[config.mk]
export PLATFORM = sky130hd
export DESIGN_NAME = psum_xchg_rx
export DESIGN_NICKNAME = d
export VERILOG_FILES = /design/src/rtl/psum_xchg_pkg.sv /design/src/rtl/psum_xchg_rx_xchg_timer.sv /design/src/rtl/psum_xchg_rx.sv
export SDC_FILE = /design/constraint.sdc
export NUM_CORES = 1
export LEC_CHECK = 0
export CELL_PAD_IN_SITES_DETAIL_PLACEMENT = 2
export CELL_PAD_IN_SITES_GLOBAL_PLACEMENT = 2
export CORE_ASPECT_RATIO = 0.7
export CORE_UTILIZATION = 32
export DETAILED_ROUTE_END_ITERATION = 10
export HOLD_SLACK_MARGIN = 0.12
export PLACE_DENSITY_LB_ADDON = 0.1
export SLEW_MARGIN = 15
export SYNTH_ARGS = -nofsm -noshare
export SYNTH_HDL_FRONTEND = slang
export SYNTH_HIERARCHICAL = 1
export SYNTH_SLANG_ARGS = --single-unit
[constraint.sdc]
create_clock -name clk -period 3.2 [get_ports clk]
set_clock_uncertainty 0.05 [all_clocks]
set_input_delay 0.32 -clock clk [delete_from_list [all_inputs] [get_ports clk]]
set_output_delay 0.32 -clock clk [all_outputs]
set_load 0.005 [all_outputs]
[src/rtl/psum_xchg_pkg.sv]
// Shared definitions for the inter-core partial-sum exchange.
// Holds the exchange FSM state encoding and the default widths/limits so the
// transmit side, receive side and fullchip glue all agree on the word format.
package psum_xchg_pkg;

    localparam int unsigned BW_PSUM = 20;            // per-column psum width
    localparam int unsigned SUM_BW  = BW_PSUM + 4;   // one core's row sum on the FIFO
    localparam int unsigned TIMEOUT = 1024;          // WAIT cycles before timeout_err
    localparam int unsigned CNT_BW  = 16;            // exchange counter width

    typedef enum logic [1:0] {
        IDLE = 2'd0,
        WAIT = 2'd1,
        LAT  = 2'd2,
        HOLD = 2'd3
    } xchg_state_e;

endpackage

[src/rtl/psum_xchg_rx_xchg_timer.sv]
// WAIT-cycle timer for the exchange receive side.
// Counts cycles spent waiting on an empty peer FIFO, saturating so the
// threshold pulse fires once per exchange.
//   clk    : clock, rising edge
//   rst_n  : asynchronous active-low reset
//   clr_i  : restart the count (new exchange captured)
//   inc_i  : one more cycle spent waiting on an empty FIFO
//   hit_o  : single-cycle pulse on the cycle the count sits at timeout-1
module xchg_timer
    import psum_xchg_pkg::*;
#(
    parameter int unsigned timeout = TIMEOUT
) (
    input  logic clk,
    input  logic rst_n,
    input  logic clr_i,
    input  logic inc_i,
    output logic hit_o
);

    localparam int unsigned TW = $clog2(timeout + 1);
    localparam logic [TW-1:0] LAST = TW'(timeout - 1);
    localparam logic [TW-1:0] SAT  = TW'(timeout);

    logic [TW-1:0] cnt_q, cnt_d;

    // Stopping at `timeout` (one past LAST) keeps the threshold pulse single-shot
    // while the stall continues.
    always_comb begin
        cnt_d = cnt_q;
        if (clr_i) begin
            cnt_d = '0;
        end else if (inc_i && (cnt_q != SAT)) begin
            cnt_d = cnt_q + TW'(1);
        end
    end

    always_ff @(posedge clk or negedge rst_n) begin
        if (!rst_n) begin
            cnt_q <= '0;
        end else begin
            cnt_q <= cnt_d;
        end
    end

    assign hit_o = inc_i && (cnt_q == LAST);

endmodule

[src/rtl/psum_xchg_rx.sv]
// Receive-side endpoint of the inter-core partial-sum exchange.
// Takes the local core's row sum, pops the peer's sum from the inter-core FIFO
// (only when it is non-empty), adds the two and offers the total to the local
// normaliser over valid/ready.
//   clk          : clock, rising edge
//   reset        : asynchronous active-low reset
//   local_sum    : local row sum (unsigned), qualified by local_vld
//   local_rdy    : local_sum accepted this cycle
//   fifo_empty   : peer FIFO empty flag
//   fifo_rd      : one-cycle pop strobe; data arrives on fifo_rd_data next cycle
//   sum_out      : local + peer, one bit wider than a row sum, qualified by out_vld
//   out_rdy      : normaliser accepts sum_out
//   timeout_err  : sticky, peer sum overdue; cleared by err_clr (set wins)
//   xchg_cnt     : completed exchanges, wrapping
module psum_xchg_rx
    import psum_xchg_pkg::*;
#(
    parameter int unsigned bw_psum = BW_PSUM,
    // Guard-bit offset is shared with the transmit side through the package.
    parameter int unsigned sum_bw  = bw_psum + (SUM_BW - BW_PSUM),
    parameter int unsigned timeout = TIMEOUT,
    parameter int unsigned cnt_bw  = CNT_BW
) (
    input  logic              clk,
    input  logic              reset,
    input  logic [sum_bw-1:0] local_sum,
    input  logic              local_vld,
    output logic              local_rdy,
    input  logic              fifo_empty,
    output logic              fifo_rd,
    input  logic [sum_bw-1:0] fifo_rd_data,
    output logic [sum_bw:0]   sum_out,
    output logic              out_vld,
    input  logic              out_rdy,
    output logic              timeout_err,
    input  logic              err_clr,
    output logic [cnt_bw-1:0] xchg_cnt
);

    xchg_state_e state_q, state_d;

    logic [sum_bw-1:0] local_q, local_d;
    logic [sum_bw:0]   sum_q, sum_d;
    logic [cnt_bw-1:0] cnt_q, cnt_d;
    logic              err_q, err_d;

    logic capture;   // local_sum taken this cycle (IDLE, or HOLD back-to-back)
    logic accept;    // sum_out handed to the normaliser this cycle
    logic tmr_inc;
    logic tmr_hit;

    // ---------------- FSM: state register ----------------
    always_ff @(posedge clk or negedge reset) begin
        if (!reset) begin
            state_q <= IDLE;
        end else begin
            state_q <= state_d;
        end
    end

    // ---------------- FSM: next state ----------------
    always_comb begin
        state_d = state_q;
        unique case (state_q)
            IDLE: if (local_vld)   state_d = WAIT;
            WAIT: if (!fifo_empty) state_d = LAT;
            LAT:                   state_d = HOLD;
            HOLD: if (out_rdy)     state_d = local_vld ? WAIT : IDLE;
            default:               state_d = IDLE;
        endcase
    end

    // ---------------- FSM: outputs ----------------
    always_comb begin
        local_rdy = (state_q == IDLE) || ((state_q == HOLD) && out_rdy);
        // Pop is only possible in WAIT, and WAIT is left on the same edge,
        // so each exchange pops exactly once.
        fifo_rd   = (state_q == WAIT) && !fifo_empty;
        out_vld   = (state_q == HOLD);
        capture   = local_rdy && local_vld;
        accept    = out_vld && out_rdy;
        tmr_inc   = (state_q == WAIT) && fifo_empty;
    end

    // ---------------- Datapath ----------------
    always_comb begin
        local_d = capture ? local_sum : local_q;
        // fifo_rd_data is only meaningful the cycle after the pop, i.e. in LAT.
        sum_d   = (state_q == LAT) ? ({1'b0, local_q} + {1'b0, fifo_rd_data}) : sum_q;
        cnt_d   = accept ? (cnt_q + cnt_bw'(1)) : cnt_q;
        err_d   = tmr_hit || (err_q && !err_clr);
    end

    always_ff @(posedge clk or negedge reset) begin
        if (!reset) begin
            local_q <= '0;
            sum_q   <= '0;
            cnt_q   <= '0;
            err_q   <= 1'b0;
        end else begin
            local_q <= local_d;
            sum_q   <= sum_d;
            cnt_q   <= cnt_d;
            err_q   <= err_d;
        end
    end

    xchg_timer #(
        .timeout (timeout)
    ) u_timer (
        .clk   (clk),
        .rst_n (reset),
        .clr_i (capture),
        .inc_i (tmr_inc),
        .hit_o (tmr_hit)
    );

    assign sum_out     = sum_q;
    assign xchg_cnt    = cnt_q;
    assign timeout_err = err_q;

endmodule

* Word-level counts from Yosys, hierarchy flattened
Cells that the tools add are included.
Storage, ports and cells: bits in registers 79, memory bits (writable) 0, latch bits 0, memories 0, ROM bits 0
Cells by class: eq/ne operators 8, reductions and logical operators 14, div/mod/pow operators 0, multipliers 0, add/sub/neg operators 3, mux-type cells 7, order comparisons 0, shifts and indexed selects 0, bitwise gates (word level) 0
Operators with widths (count):
- 24-bit by 24-bit adder with 25-bit output | 1
- 11-bit two-way mux | 2
- 16-bit by 1-bit adder with 16-bit output (second input constant) | 1
- 11-bit by 1-bit adder with 11-bit output (second input constant) | 1
- 11-bit by 10-bit equality test with 1-bit output (second input constant) | 1
- 11-bit inequality test (second input constant) | 1
- 2-bit one-hot mux with 4 select lines | 1
- 1-bit logical AND | 7
- 2-bit two-way mux | 3
- 2-bit equality test (second input constant) | 2
- 2-bit inequality test (second input constant) | 2
- 3-bit AND reduction | 1
- 2-bit by 1-bit equality test with 1-bit output (second input constant) | 1
- 1-bit logical NOT | 2
- 2-bit logical NOT | 1
- 1-bit logical OR | 2
- 2-bit by 1-bit inequality test with 1-bit output (second input constant) | 1
- 2-bit nonzero test | 1
- 1-bit two-way mux | 1

* Logic depth before layout (Yosys ltp)
word-level depth 5, mapped depth 11

* Cells and area by module
The synthesis kept the hierarchy.
By module, submodules not included:
- psum_xchg_rx | area each 4026.4 sq um, sequential area each 1701.6 sq um, cells an instance 419, instances 1
- xchg_timer | area each 635.6 sq um, sequential area each 275.3 sq um, cells an instance 69, instances 1

* Worst setup path before layout
No wires, ideal clock.
kind register to register, from register local_q[0], to register sum_q[18] (netlist: sum_out[18]), clock period less this slack 2.415 ns, path buffers 0, cell stages (with the launch flop) 9, slack 0.785 ns, arrival time 2.221 ns, setup time 0.145 ns, cell sequence dfrtp_1 -> ha_1 -> fa_1 -> a21o_2 -> a221oi_2 -> or4_1 -> nand2_1 -> o311ai_1 -> o221ai_1
Between the ends: word-level cells in the longest chain between the ends 1
RTL lines:
- start: declaration | line psum_xchg_rx.sv:42 | logic [sum_bw-1:0] local_q, local_d;
- start signal: assignment | line psum_xchg_rx.sv:101 | local_q <= local_d;
- 24-bit by 24-bit adder with 25-bit output | line psum_xchg_rx.sv:89 | sum_d = (state_q == LAT) ? ({1'b0, local_q} + {1'b0, fifo_rd_data}) : sum_q;
- end signal: assignment | line psum_xchg_rx.sv:102 | sum_q <= sum_d;
- end: declaration | line psum_xchg_rx.sv:43 | logic [sum_bw:0] sum_q, sum_d;
No other way between the ends. A chain may end at the register's enable or synchronous reset.

* Final worst setup path
from input port fifo_rd_data[0], to register sum_q[18] (netlist: sum_out[18])
Between the ends: word-level cells in the longest chain between the ends 1
RTL lines:
- start: declaration | line psum_xchg_rx.sv:31 | input logic [sum_bw-1:0] fifo_rd_data,
- 24-bit by 24-bit adder with 25-bit output | line psum_xchg_rx.sv:89
No other way between the ends.

==> results by group <==
Run status
  – Status: finished clean

Power and ir drop
  – PwrDens: between 900 and 1000 nW/µm²
  – Leak: 2.77 nW
  – Tot Pwr: 5.62 mW
  – Peak supply drop: 0.000339 V

Synth
  – FFs w/ async S/R, synth: 1.00
  – Synth top area cells: dfrtp_1 (42%), nand2_1 (9.2%), ha_1 (8.3%)
  – Post-synth top area share: 0.424
  – Yosys reg bits: between 70 and 80
  – Sequential fraction of the synthesis area: 0.424
  – Syn_nets: approximately 570
  – Mapped Cells: 488
  – Average size of a mapped cell: 9.55 µm²
  – Post-synth top cells: nand2_1 (114), dfrtp_1 (79), ha_1 (31), a21oi_1 (29), xnor2_1 (21)
  – Ys Warns: 6
  – Cell taking the most area after synthesis: dfrtp_1
  – Main synth FF type: dfrtp_1
  – Cell variety after synth: 67
  – Mapped cell area: 4660 µm²
  – Most numerous cell in the Yosys netlist: nand2_1
  – Post-synth EDFFs: 0

Floorplanning
  – Rows: 36
  – Die width: 146 µm
  – Die Area: ~15000 µm²
  – # IOs: between 90 and 100
  – Core ar.: 14100 µm²
  – Chip height: 103 µm
  – Initial Util: 0.332

Timing
  – Setup TNS: 0 ns
  – Final clock period utilization by the worst path: 0.809
  – Setup slack after layout: 0.612 ns
  – Final max-slew violation count: 0
  – Hold Slack: 0.431 ns
  – RSZ-0062 raised after global routing: false
  – Final Hold Viols: 0
  – Finish-stage setup viols: 0
  – Relative slew slack: 0.509
  – Min Tclk post-route: 2.59 ns
  – Fmax: ~390 MHz
  – Slew @ Worst Pin: 0.729 ns

Clock network
  – CTS clk-pin slew, worst paths: around 0.06 ns
  – CTS Sinks: slightly below 80
  – TritonCTS Buffers: 9
  – CTS Buffer Depth: 2
  – Root Buffer: clkbuf_16
  – CTS tree: built
  – PostCTS Resize Cnt: 0
  – Worst skew pair latency: 0.34 ns
  – # H-tree levels: 3

Critical path
  – Crit Reg-Reg Startpoint: local_q[0]
  – WP data required: 3.35 ns
  – Worst reg-to-reg path cell count: 9
  – Worst setup EP type: flop
  – CP endpoint: sum_out[18]
  – Crit path arrival time: 2.74 ns
  – Worst-path maximum fanout: 5
  – Worst setup startpoint: fifo_rd_data[0]
  – RR Endpoint: sum_out[18]
  – Reg2reg setup slack: 0.64 ns
  – Startpoint types: input port
  – Crit Path Class: in -> reg

Detailed routing
  – Vias/cell: 5.16
  – Via Count: 4052
  – Final WL: 14700 µm
  – WL/cell: 18.7 µm
  – Post-DRT Antenna Nets: 0
  – Pre-Repair DR Iteration Count: 4
  – Initial DRC Count: 118
  – DRC Markers: 0

GRT
  – Grt total ovfl: 0
  – Initial antenna violation count: 0
  – All-Layer GR Usage: 0.207
  – Vias in the first global route: 4541
  – First-pass GRT wire length: 24100 µm
  – Pin count of the biggest net entering global routing: 53

Finish
  – Fin cells: just under 800
  – Diodes inserted: 0
  – NumNets Final: ~680
  – Proportion of layout cells with a drive suffix above 1: 0.0956
  – Area growth syn-to-layout: 32.1%

Placed design
  – PortBufs: 98
  – Placed cell count: 769
  – Post-detail-place hpwl: about 11000 µm
  – Gp weighted congestion: 0.825
  – Worst slack, placed: between 0.2 and 0.3 ns

Run
  – Max-cap violations: 0

Hold path
  – Hold depth: 1
  – Hold Crit Class: reg -> reg
-- cells in the final DEF, fill, tap and decap left out, drive strengths merged, types with 9 or more instances in the layout --
cell type	synthesis	final
or4	9	9
nor2	19	19
xor2	14	14
nand3	12	12
inv	17	17
dfrtp	79	79
ha	31	31
clkdlybuf4s50	0	97
xnor2	21	21
buf	4	9
a21oi	29	29
clkbuf	11	11
a21o	9	9
mux2	17	17
o21ai	22	22
nand4	9	9
nand2	114	114
-- worst max-delay path, cell delays in order --
cell and delay (ns):
clkdlybuf4s50_1 0.41, ha_1 0.25, fa_1 0.42, a21o_2 0.24, a221oi_2 0.20, buf_4 0.19, or4_1 0.13, nand2_1 0.13
o311ai_1 0.29, o221ai_1 0.15
-- through the flow --
stage | utilization | area (µm²)
2_1_floorplan | - | 4660
3_3_place_gp | 0.416 | 5840
3_5_place_dp | 0.416 | 5840
4_1_cts | 0.438 | 6160
5_1_grt | 0.438 | 6160
6_report | 0.438 | 6160
-- kinds of logic after synthesis --
logic type,after synthesis,synth area share
xor gates and xnor gates,35,0.0658
AOI/OAI and AO/OA,103,0.156
and+or+nand+nor,189,0.188
DFF,79,0.424
muxes,18,0.0440
buffers and inverters,32,0.0346
adders and majority gates,32,0.0875
-- per-layer routing --
| metal | up-vias | track usage | routed length (µm) |
|---|---|---|---|
| met1 | 2048 | 0.269 | 7140 |
| met2 | 65 | 0.350 | 6940 |
| met5 | - | 0 | 0 |
| li1 | 1931 | - | - |
| met4 | 0 | 0.0529 | 106 |
| met3 | 8 | 0.0478 | 529 |
-- power by group --
part / total, mW / internal [mW] / switching (mW) / leakage [nW]
Clock: 1.08 / 0.646 / 0.434 / 0.152
Sequential: 1.63 / 1.37 / 0.266 / 1.00
Combinational: 2.90 / 1.38 / 1.52 / 1.62
-- timing repair --
action,in CTS,in global routing
endpoints found under the hold margin,50,0
hold buffers,1,0
buffers inserted,0,0
-- worst min-delay path by stage --
stage          slack (ns)      endpoint         start
5_1_grt              0.45  xchg_cnt[15]  xchg_cnt[15]
3_5_place_dp         0.38   sum_out[20]         reset
2_1_floorplan       -0.03    local_q[0]         reset
6_report             0.43  xchg_cnt[15]  xchg_cnt[15]
3_3_place_gp         0.37   sum_out[19]         reset
4_1_cts              0.44  xchg_cnt[15]  xchg_cnt[15]
-- final cells by class --
cell class	instances	area, µm²
clock buffer	11	253
clock inverter	5	56.3
fill	1529	7890
inverter	17	63.8
multi-input combinational	377	2520
sequential	79	1980
tap	190	238
timing repair buffer	107	1050
-- flip-flops by register name (all words and copies together), names as in the netlist --
name	flops
timeout_err	1
xchg_cnt	16
sum_out	25
state_q	2
u_timer/cnt_q	11
local_q	24
(Power assumes the default switching activity.)
